## src/rtl/thruster_pkg.sv

```systemverilog
// Shared types and defaults for the attitude controller slice.
// Holds the FSM state encoding and default sizing constants.
package thruster_pkg;

  localparam int N_DEF       = 4;
  localparam int VMAX_DEF    = 2;
  localparam int TMAX_DEF    = 3;
  localparam int TIMEOUT_DEF = 63;

  typedef enum logic [1:0] {
    IDLE,
    SEEK,
    HOLD
  } state_t;

endpackage

```

## src/rtl/attitude_controller_if.sv

```systemverilog
// Command handshake between a move requester and the controller.
// The requester drives valid/target; the controller answers ready.
interface attitude_controller_if #(
  parameter int N = 4
) ();

  logic         cmd_valid;
  logic [N-1:0] cmd_target;
  logic         cmd_ready;

  modport master (
    output cmd_valid,
    output cmd_target,
    input  cmd_ready
  );

  modport slave (
    input  cmd_valid,
    input  cmd_target,
    output cmd_ready
  );

endinterface

```

## src/rtl/attitude_controller_angle_error.sv

```systemverilog
// Shortest-path angle error on an N-bit circle.
// A half-turn wraps to the most negative value.
module angle_error #(
  parameter int N = 4
) (
  input  logic [N-1:0]        target,
  input  logic [N-1:0]        angle,
  output logic signed [N-1:0] err
);

  logic [N-1:0] diff;

  assign diff = target - angle;
  assign err  = $signed(diff);

endmodule

```

## src/rtl/attitude_controller.sv

```systemverilog
// Angle-seeking thruster controller: IDLE/SEEK/HOLD FSM with a
// clamped velocity profile and a per-move timeout.
module attitude_controller
  import thruster_pkg::*;
#(
  parameter int N       = N_DEF,
  parameter int VMAX    = VMAX_DEF,
  parameter int TMAX    = TMAX_DEF,
  parameter int TIMEOUT = TIMEOUT_DEF
) (
  input  logic                clk,
  input  logic                rst_n,
  attitude_controller_if.slave cmd,
  input  logic                abort,
  input  logic [N-1:0]        angle,
  input  logic signed [N-1:0] velocity,
  output logic                up,
  output logic                down,
  output logic [N-1:0]        thrust,
  output logic                busy,
  output logic                done,
  output logic                fault
);

  localparam logic signed [N-1:0] VP = VMAX[N-1:0];
  localparam logic signed [N-1:0] VN = -VP;
  localparam logic [N:0]          TM = TMAX[N:0];
  localparam logic [7:0]          TO = TIMEOUT[7:0];

  state_t state, state_n;

  logic [N-1:0] target_q, target_n;
  logic [7:0]   cnt_q, cnt_n, cnt_inc;
  logic         ready_q, ready_n;
  logic         up_n, down_n;
  logic [N-1:0] thrust_n, thrust_c;
  logic         done_n, fault_n;

  logic signed [N-1:0] err, sh, vd;
  logic signed [N:0]   delta;
  logic [N:0]          mag;

  angle_error #(.N(N)) u_err (
    .target (target_q),
    .angle  (angle),
    .err    (err)
  );

  // Small errors still creep toward the target at unit speed.
  always_comb begin
    sh = err >>> 1;
    vd = sh;
    if (err != '0 && sh == '0)
      vd = err[N-1] ? {N{1'b1}} : {{(N-1){1'b0}}, 1'b1};
    else if (sh > VP)
      vd = VP;
    else if (sh < VN)
      vd = VN;
  end

  assign delta    = {vd[N-1], vd} - {velocity[N-1], velocity};
  assign mag      = delta[N] ? (~delta + 1'b1) : delta;
  assign thrust_c = (mag > TM) ? TM[N-1:0] : mag[N-1:0];
  assign cnt_inc  = (cnt_q == 8'hFF) ? cnt_q : cnt_q + 8'd1;

  always_comb begin
    state_n  = state;
    target_n = target_q;
    cnt_n    = cnt_q;
    up_n     = 1'b0;
    down_n   = 1'b0;
    thrust_n = '0;
    done_n   = 1'b0;
    fault_n  = 1'b0;
    unique case (state)
      IDLE: begin
        if (cmd.cmd_valid && ready_q) begin
          target_n = cmd.cmd_target;
          cnt_n    = '0;
          state_n  = SEEK;
        end
      end
      SEEK: begin
        cnt_n = cnt_inc;
        if (abort) begin
          state_n = IDLE;
        end else if (err == '0 && velocity == '0) begin
          done_n  = 1'b1;
          state_n = HOLD;
        end else if (cnt_inc >= TO) begin
          fault_n = 1'b1;
          state_n = HOLD;
        end else begin
          thrust_n = thrust_c;
          unique case (1'b1)
            delta[N]:                      down_n = 1'b1;
            (!delta[N] && delta != '0):    up_n   = 1'b1;
            default: ;
          endcase
        end
      end
      HOLD:    state_n = IDLE;
      default: state_n = IDLE;
    endcase
    ready_n = (state_n == IDLE);
  end

  always_ff @(posedge clk or negedge rst_n) begin
    if (!rst_n) begin
      state    <= IDLE;
      target_q <= '0;
      cnt_q    <= '0;
      ready_q  <= 1'b0;
      up       <= 1'b0;
      down     <= 1'b0;
      thrust   <= '0;
      done     <= 1'b0;
      fault    <= 1'b0;
    end else begin
      state    <= state_n;
      target_q <= target_n;
      cnt_q    <= cnt_n;
      ready_q  <= ready_n;
      up       <= up_n;
      down     <= down_n;
      thrust   <= thrust_n;
      done     <= done_n;
      fault    <= fault_n;
    end
  end

  assign busy          = (state == SEEK);
  assign cmd.cmd_ready = ready_q;

endmodule

```

## src/flat_wrapper.sv

```systemverilog
// flat-port wrapper written by rule: the top's interface ports become plain ports
module attitude_controller_flat import thruster_pkg::*;
#(
  parameter int N       = N_DEF,
  parameter int VMAX    = VMAX_DEF,
  parameter int TMAX    = TMAX_DEF,
  parameter int TIMEOUT = TIMEOUT_DEF
)
  (clk, rst_n, abort, angle, velocity, up, down, thrust, busy, done, fault, cmd_cmd_valid, cmd_cmd_target, cmd_cmd_ready);
  attitude_controller_if #(.N(N)) cmd_i ();
  input  logic clk;
  input  logic rst_n;
  input  logic abort;
  input  logic [N-1:0] angle;
  input  logic signed [N-1:0] velocity;
  output logic up;
  output logic down;
  output logic [N-1:0] thrust;
  output logic busy;
  output logic done;
  output logic fault;
  input wire logic [$bits(cmd_i.cmd_valid)-1:0] cmd_cmd_valid;
  input wire logic [$bits(cmd_i.cmd_target)-1:0] cmd_cmd_target;
  output wire logic [$bits(cmd_i.cmd_ready)-1:0] cmd_cmd_ready;
  assign cmd_i.cmd_valid = cmd_cmd_valid;
  assign cmd_i.cmd_target = cmd_cmd_target;
  assign cmd_cmd_ready = cmd_i.cmd_ready;
  attitude_controller #(.N(N), .VMAX(VMAX), .TMAX(TMAX), .TIMEOUT(TIMEOUT)) u_core (.clk(clk), .rst_n(rst_n), .cmd(cmd_i), .abort(abort), .angle(angle), .velocity(velocity), .up(up), .down(down), .thrust(thrust), .busy(busy), .done(done), .fault(fault));
endmodule
```

## config.mk

```make
export PLATFORM = sky130hd
export DESIGN_NAME = attitude_controller_flat
export DESIGN_NICKNAME = d
export VERILOG_FILES = /design/src/rtl/thruster_pkg.sv /design/src/rtl/attitude_controller_if.sv /design/src/rtl/attitude_controller_angle_error.sv /design/src/rtl/attitude_controller.sv /design/src/flat_wrapper.sv
export SDC_FILE = /design/constraint.sdc
export NUM_CORES = 1
export LEC_CHECK = 0
export CORE_MARGIN = 1.5
export CORE_UTILIZATION = 55
export DETAILED_ROUTE_END_ITERATION = 7
export PLACE_DENSITY = 0.94
export SLEW_MARGIN = 20
export SYNTH_ARGS = -nofsm -noshare
export SYNTH_HDL_FRONTEND = slang
export SYNTH_HIERARCHICAL = 1
export SYNTH_SLANG_ARGS = --single-unit
```

## constraint.sdc

```tcl
create_clock -name clk -period 6.01 [get_ports clk]
set_clock_uncertainty 0.1 [all_clocks]
set_input_delay 1.202 -clock clk [delete_from_list [all_inputs] [get_ports clk]]
set_output_delay 1.202 -clock clk [all_outputs]
set_load 0.05 [all_outputs]
```

== Word-level counts from Yosys, hierarchy flattened ==
Cells that the tools add are included.

* Bits in registers: 23
* Input port bits: 16
* Output and inout bits: 10
* Word-level logic and storage cells: 71

* Add/sub/neg operators: 4
* Order comparisons: 4
* Eq/ne operators: 3
* Muxes and demuxes: 35
* Bitwise operators: 1
* Reduce and logical (&&, ||, !) cells: 15

{| class="wikitable"
|+ Operators by type and width
! operator !! count
|-
| $mux W4 || 9
|-
| $mux W1 || 17
|-
| $mux W8 || 2
|-
| $pmux W8 S2 || 1
|-
| $logic_not A4 Y1 || 3
|-
| $add A8 B1 Y8 const B || 1
|-
| $eq A8 B8 Y1 const B || 1
|-
| $ge A8 B6 Y1 const B || 1
|-
| $mux W2 || 4
|-
| $add A5 B1 Y5 const B || 1
|-
| $gt A5 B2 Y1 const B || 1
|-
| $mux W5 || 1
|-
| $not A5 Y5 || 1
|-
| $reduce_bool A5 Y1 || 1
|-
| $sub A4 B4 Y5 || 1
|-
| $logic_and A1 B1 Y1 || 4
|-
| $logic_not A2 Y1 || 2
|-
| $pmux W2 S2 || 1
|-
| $reduce_and A2 Y1 || 2
|-
| $reduce_bool A4 Y1 || 1
|-
| $sub A4 B4 Y4 || 1
|-
| $gt A3 B3 Y1 const B || 1
|-
| $lt A3 B2 Y1 const B || 1
|-
| $eq A2 B1 Y1 const B || 1
|-
| 3 further kinds || 3
|}

== Depth between registers and ports, before layout ==
* Depth after elaboration: 15
* Depth in mapped cells: 16
* Mapped depth without buffers: 16

== Modules after synthesis ==
The synthesis kept the hierarchy.

{| class="wikitable"
|+ Modules (own cells, without submodules)
! module !! times used !! cells each !! area an instance (sq um) !! sequential area each (sq um)
|-
| attitude_controller || 1 || 132 || 1,242.4 || 575.6
|-
| angle_error || 1 || 14 || 116.4 || 0.0
|}

== Worst setup path before layout ==
No wires, ideal clock.

* Path kind: input-to-reg
* From: input port angle[2]
* To: register u_core.thrust[1]
* Library setup time: 0.096 ns
* Data arrival time: 3.879 ns
* Data required time: 5.814 ns
* Setup slack: 1.936 ns
* Cell stages on the path: 16
* Buffers on the path: 0
* Cell sequence: inv_1 -> ha_1 -> a21o_1 -> a31oi_1 -> xnor2_1 -> nor2_1 -> inv_1 -> nor2_1 -> a31oi_1 -> ha_1 -> fa_1 -> ha_1 -> and3_1 -> o21bai_1 -> nor3_1 -> a311oi_2

* Longest elaborated chain between the ends: 15
* Elaborated cells between the ends (all ways): 22
* Those cells by class: add/sub: 3; order compare: 3; mux: 10; bitwise: 1; reduce/logical: 5

{| class="wikitable"
|+ Ends and longest elaborated chain
! what !! line !! text
|-
| start: declaration || flat_wrapper.sv:14 || <nowiki>input logic [N-1:0] angle;</nowiki>
|-
| $sub A4 B4 Y4 (*) || attitude_controller_angle_error.sv:13 || <nowiki>assign diff = target - angle;</nowiki>
|-
| via u_core.err[3] || attitude_controller.sv:39 || <nowiki>logic signed [N-1:0] err, sh, vd;</nowiki>
|-
| $lt A3 B2 Y1 || attitude_controller.sv:57 || <nowiki>else if (sh < VN)</nowiki>
|-
| $mux W4 || attitude_controller.sv:57 ||
|-
| $mux W4 || attitude_controller.sv:55 || <nowiki>else if (sh > VP)</nowiki>
|-
| $mux W4 || attitude_controller.sv:53 || <nowiki>if (err != '0 && sh == '0)</nowiki>
|-
| $sub A4 B4 Y5 || attitude_controller.sv:61 || <nowiki>assign delta = {vd[N-1], vd} - {velocity[N-1], velocity};</nowiki>
|-
| $not A5 Y5 || attitude_controller.sv:62 || <nowiki>assign mag = delta[N] ? (~delta + 1'b1) : delta;</nowiki>
|-
| $add A5 B1 Y5 || attitude_controller.sv:62 ||
|-
| $mux W5 || attitude_controller.sv:62 ||
|-
| $gt A5 B2 Y1 || attitude_controller.sv:63 || <nowiki>assign thrust_c = (mag > TM) ? TM[N-1:0] : mag[N-1:0];</nowiki>
|-
| $mux W4 || attitude_controller.sv:63 ||
|-
| $mux W4 || attitude_controller.sv:90 || <nowiki>end else if (cnt_inc >= TO) begin</nowiki>
|-
| $mux W4 (*) || attitude_controller.sv:87 || <nowiki>end else if (err == '0 && velocity == '0) begin</nowiki>
|-
| $mux W4 (*) || attitude_controller.sv:85 || <nowiki>if (abort) begin</nowiki>
|-
| $mux W4 (*) || attitude_controller.sv:75 || <nowiki>unique case (state)</nowiki>
|-
| via u_core.thrust_n[1] || attitude_controller.sv:36 || <nowiki>logic [N-1:0] thrust_n, thrust_c;</nowiki>
|-
| end signal: assignment || attitude_controller.sv:126 || <nowiki>thrust <= thrust_n;</nowiki>
|-
| end: declaration || attitude_controller.sv:19 || <nowiki>output logic [N-1:0] thrust,</nowiki>
|}

Mark *: on every way through the listed nets, which the timed path passes. The rest lies on a longest branch.
A chain may end at the register's enable or synchronous reset.

== Worst setup path after layout ==
Same ends and word-level chain as after synthesis.

==> results summary <==
The normalized max-slew margin is 66.53%. The initialized floorplan defines 17 standard-cell rows. The number of different library cells used by synthesis comes to 40. The fraction of registers with async set or reset after synthesis is 100.0%. The slew of the pin with the lowest slew margin came out at 0.5005 ns. The placed instances occupy a cell area of 1640 um^2. The top fanout value on the critical path is 4.

The worst IR drop on VDD is 0.4413 mV. The number of setup buffers added after CTS came out at 0. The clock latency on the worst-skew pair is 0.31 ns. The global placer's final weighted congestion is 0.8490. In this run the critical register-to-register path is launched from u_core/target_q[2]$_DFFE_PN0P_. The number of DRC markers after the initial detailed-route iteration came out at 48.

Setup violations remaining at the end of the flow were counted as 0. The source of the worst hold timing path is u_core/target_q[0]$_DFFE_PN0P_. For this design, the slowest cell found on the critical path is sky130_fd_sc_hd__fa_1. The number of fill cells is 154. The total clock buffers created by CTS came out at 3. The post-route fraction of the period consumed by the critical path came out at 77.07%. STA classifies the critical path startpoint as an input port. The stage delay of the slowest cell on the critical path is 0.50 ns.

The clock transition time at the flip-flop clock pins of the worst setup and hold paths came out at 0.12 ns. After layout, the minimum clock period comes to 4.632 ns. The synthesized area per cell is 9.307 um^2. The final number of max-transition violations is 0. The detailed-route via count came out at 1,177. STA classifies the critical path endpoint as a register. The final-layout setup total negative slack came out at 0 ns. The required time reported for the critical path endpoint came out at 6.14 ns. The starting density of the core came out at 59.70%. The global-route usage over all layers is 26.28%.

The via count of the first global-routing pass is 1,233. The count of nets after finishing is 202. The largest net degree at the start of global routing came out at 24. Compared with the post-synthesis result, the final layout area differs by 22.28%. The wire length on met2 came out at 1487 um. The number of hold-repair buffers added at the cts stage came out at 0. The count of nets left with antenna violations once routing finished came out at 0.

The library cells used most frequently in the layout, excluding fill and tap cells, are sky130_fd_sc_hd__clkdlybuf4s50_1 (24), sky130_fd_sc_hd__dfrtp_1 (23), sky130_fd_sc_hd__nand2_1 (21). The number of synthesized flops with an enable pin is 0. The worst slack at placement came out at 1.121 ns. Traced cell by cell, the critical path runs through clkdlybuf4s50_1 > inv_1 > ha_1 > a21o_1 > a31oi_1 > xnor2_1 > nor2_1 > inv_1 > nor2_1 > a31oi_1 > ha_1 > fa_1 > ha_1 > and3_1 > o21bai_1 > nor3_1 > a311oi_2. The static leakage power came out at 0.7820 nW. The number of remaining DRC errors came out at 0. For this design the top-level I/O count stands at 26. The worst setup path is of the in2reg kind.

The number of sinks handled by clock tree synthesis came out at 23. In the final layout, the share of cells above drive strength 1 is 8.046%. The die area is 2778 um^2. Among cell families on the critical path, the largest total delay comes from adder cells. The number of input and output port buffers inserted came out at 25. The run finished with clean final reports.

The data arrival time of the critical path is 4.76 ns. The HPWL after detailed placement came out at 2285 um. The initial antenna violation count is 0. Routed signal wires occupy layers up through met4. The slack of the critical path is 1.378 ns. The top achievable clock speed came out at 215.9 MHz. The post-detailed-route via-to-cell ratio is 5.827.

The most used flip-flop cell after synthesis is sky130_fd_sc_hd__dfrtp_1. The final design instance area without fill came out at 1662 um^2. The cell repeated most along the worst path is sky130_fd_sc_hd__ha_1. TritonCTS built the clock tree. The flip-flop and latch count after synthesis is 23. The final layout contains routed wiring with a total length of 2989 um. The number of max-cap violations is 0. The critical path buffer and inverter count came out at 3. The average wire per cell in the routed design came out at 14.80 um. In this run the clock root is driven by a sky130_fd_sc_hd__clkbuf_4.

The die width came out at 52.71 um. The first global-routing pass estimated 5292 um of wire. The hold violation count in the final report came out at 0. The number of buffers on the longest clock path is 2.

The critical path starts at angle[2]. The Yosys warning count came out at 6. The length of routed met3 wiring came out at 197 um. Setup repair after global routing left no endpoint under its margin. The area of the mapped netlist came out at 1359 um^2.

The worst hold-check path type is reg2reg. The number of levels in the clock H-tree came out at 1. The die height is 52.71 um. The area of the core is 2276 um^2. For this design the ratio of total power to cell area is 538.5 nW/um^2. Summed over all layers, the global routing overflow is 0. The number of antenna diodes in the final layout is 0.

The count of TritonRoute iterations in the first routing pass came out at 4. The proportion of synthesized chip area in sequential cells is 42.36%. The post-cts gate resize count is 0. Leaving out fill and tap cells, the most frequent cell in the layout is sky130_fd_sc_hd__clkdlybuf4s50_1. The wire length on met1 is 1234 um.

The synthesized netlist cell count came out at 146.
[state kept, by name, indices dropped and copies added (netlist names)]
| register | cells |
|---|---|
| u_core/cnt_q | 8 |
| u_core/target_q | 4 |
| u_core/thrust | 4 |
| u_core/state | 2 |
| u_core/cmd.cmd_ready | 1 |
| u_core/done | 1 |
| u_core/down | 1 |
| u_core/fault | 1 |
| u_core/up | 1 |
[final timing paths]
check                           slack (ns)  cells after the start                        endpoint
worst max-delay path                  1.38                     17      u_core/thrust[1]$_DFF_PN0_
worst min-delay path                  0.40                      2  u_core/target_q[0]$_DFFE_PN0P_
worst max register to register        2.35                     15      u_core/thrust[1]$_DFF_PN0_
worst min register to register        0.40                      2  u_core/target_q[0]$_DFFE_PN0P_
max in group asynchronous             4.74                      1     u_core/cnt_q[3]$_DFFE_PN0P_
min in group asynchronous             0.73                      1      u_core/thrust[0]$_DFF_PN0_
[metrics by stage]
stage                     total power (W)  std cells  util [%]  hold WS [ns]
after floorplan                 0.0006806        147         -        0.3457
after global placement          0.0007735        198     72.07        0.3684
after detailed placement        0.0008126        198     72.07        0.3815
after CTS                       0.0008883        202     73.23        0.4108
after global routing            0.0009656        202     73.01        0.4416
final                           0.0008947        202     73.01        0.4033
[layer usage]
metal  vias to the layer above  global-route usage (%)
li1                        561                       -
met1                       542                   30.11
met2                        64                   47.08
met3                        10                   4.286
met4                         0                   12.39
met5                         -                       0
[kinds of logic after synthesis]
kind of cell	count (synthesis)	share of synthesized area [%]
DFF	23	42.36
adders and majority gates	11	11.23
muxes	1	0.7367
buffers and inverters	15	4.144
other	1	0.2760
AOI/OAI and AO/OA	26	13.08
and+or+nand+nor	63	24.31
xor gates and xnor gates	6	3.868
[area by class of cell]
type                            count  area, um^2  share of cell area, %
Multi-Input combinational cell    109       730.7                  43.98
Sequential cell                    23       575.6                  34.64
Timing Repair Buffer               25       245.2                  14.76
Inverter                           13       48.80                  2.937
Tap cell                           28       35.03                  2.108
Clock buffer                        4       26.28                  1.581
[worst min-delay path, delay by kind of cell (launching register included)]
kind / cells / cell delay, ns
flip-flops: 1 / 0.37
AND/OR/NAND/NOR: 2 / 0.12
[power breakdown]
group,switching [W],internal (W)
Combinational,0.000362,0.000240
Clock,0.0000448,0.0000259
Sequential,0.0000303,0.000192
Total,0.000437,0.000458
[cell usage after synthesis, drive strengths merged, types with 2 or more instances]
| cell type | count | area share, % |
|---|---|---|
| o21ai | 4 | 1.5 |
| and4b | 2 | 1.5 |
| dfrtp | 23 | 42 |
| inv | 13 | 3.6 |
| nor2 | 9 | 2.5 |
| clkbuf | 2 | 0.55 |
| xnor2 | 3 | 1.9 |
| nand2 | 22 | 6.3 |
| ha | 9 | 8.3 |
| a211oi | 3 | 2.0 |
| nand4 | 2 | 0.92 |
| and3 | 5 | 2.8 |
| a21oi | 9 | 3.3 |
| nand2b | 2 | 0.92 |
| nand3 | 6 | 2.2 |
| fa | 2 | 2.9 |
| xor2 | 3 | 1.9 |
| a31oi | 3 | 1.4 |
| and2 | 3 | 1.7 |
| nor3 | 6 | 2.2 |
Note: power is estimated with default switching activity, not from simulation.
==> RTL edit (same settings) <==
`N_DEF`: 4 -> 6.
--- a/src/rtl/thruster_pkg.sv
+++ b/src/rtl/thruster_pkg.sv
@@ -2,7 +2,7 @@
 // Holds the FSM state encoding and default sizing constants.
 package thruster_pkg;
 
-  localparam int N_DEF       = 4;
+  localparam int N_DEF       = 6;
   localparam int VMAX_DEF    = 2;
   localparam int TMAX_DEF    = 3;
   localparam int TIMEOUT_DEF = 63;
Interface: changed (resized angle, cmd_cmd_target, thrust and velocity); port bits go from 26 to 34. The function was not compared with the original's and may differ.
==> RTL edit against the original RTL <==
Synthesized area grew 44%; largest cell class unchanged; setup slack lost 0.94 ns; sequential cell count grew 4; critical path depth grew 4; critical endpoint unchanged; wire length grew 38%; cell area grew 44%; count of clock-buffer cells in the layout shrank 1; non-clock buffer count grew 11.
Power is left out: the tool's default activity adds up to more than one toggle a clock period on the data nets, which glitch-free logic cannot reach.
==> RTL edit: results (changes against the original RTL) <==
status=finished, final reports clean; routed wl met3=134 um (-32%); Placer Congestion=0.8445 (-0.53%); flop2flop setup slack=1.35 ns (-1.00 ns); vias=1682 (+43%); met1 usage=29.75% (-0.36 points); Starting DRT DRC Count=93 (+94%); number of distinct library cells after synthesis=53 (+33%); largest registers=u_core/cnt_q (8), u_core/target_q (6), u_core/thrust (6); worst r2r src=u_core/target_q[0]; post-DP HPWL=3.197 mm (+40%); Seq/Total Area, Yosys=34.44% (-7.9 points); r2r worst-path depth=21 (+6); most frequent cells after synthesis=dfrtp_1, inv_1, nor2_1, ha_1, nand2_1; ratio of cells with drive above 1 in the final layout=9.449% (+1.4 points); synth top area cells=dfrtp_1, ha_1, inv_1, mux2_2, nor2_1; Worst Path Max Fanout=6 (+2); worst hold path stage count=1 (-1); Worst-Skew Late Latency=0.33 ns (+0.02 ns); Filler cells=251 (+63%); Worst-path clk slew=0.15 ns (+0.03 ns); Post-Place Cells=296 (+49%); CP startpoint=angle[1]; largest net degree at the start of global routing=28 (+17%); Post-Route M1 WL=1.865 mm (+51%); Overall Global Routing Usage=22.85% (-3.4 points); met3 Use GR=3.423% (-0.86 points); met2 wire len=2.072 mm (+39%); via/cell ratio=5.607 (-3.8%); Buffers on Ports=33 (+32%); nets=294 (+46%); Max-slew headroom=53.87% (-13 points)
==> RTL edit: cell types whose count changed after synthesis, sizes merged, moves of 4 or more <==
cell,delta
inv,+9
nand2b,+4
mux2,+7
ha,+6
dfrtp,+4
nor3,+4
nand2,-9
nor2,+12
==> RTL edit: per-stage QoR <==
step                      hold WS (ns)  cell area, um^2  setup slack, ns
final                           0.4311             2389           0.4405
after detailed placement        0.3976             2359           0.1456
after CTS                       0.4307             2389           0.4868
after floorplan                 0.3807             1973           0.9089
after global routing            0.4691             2389          0.06611
after global placement          0.3913             2359           0.3445
==> RTL edit: layout make-up <==
type	count	area, um^2	share of cell area, %
Inverter	22	82.58	3.457
Tap cell	46	57.56	2.410
Clock inverter	1	7.507	0.3143
Multi-Input combinational cell	165	1190	49.82
Sequential cell	27	675.6	28.29
Timing Repair Buffer	36	352.8	14.77
Clock buffer	3	22.52	0.9429
==> RTL edit: cell families (layout without fill, tap and decap cells) <==
kind of cell,after synthesis,count (layout),synth area share [%]
adder cells (fa/ha/maj),17,17,11.61
other,1,4,0.1911
multiplexers,7,7,4.018
buffers and inverters,26,62,5.485
AO/OA/AOI/OAI,46,46,18.11
AND/OR/NAND/NOR,84,84,22.64
XOR/XNOR,7,7,3.508
flip-flops,27,27,34.44
==> RTL edit: worst max-delay path, stage by stage <==
cell and delay (ns):
clkdlybuf4s50_1 0.52, inv_1 0.06, ha_1 0.29, nor2b_4 0.13, o31ai_2 0.28, a21oi_1 0.11
o211ai_1 0.25, nand4_1 0.15, ha_1 0.36, o21ai_0 0.08, o21ai_0 0.11, ha_1 0.23
inv_1 0.06, fa_1 0.49, inv_1 0.06, ha_1 0.21, or2_0 0.25, a2111oi_2 0.41
nand3_1 0.12, a21oi_1 0.20, o22ai_1 0.12
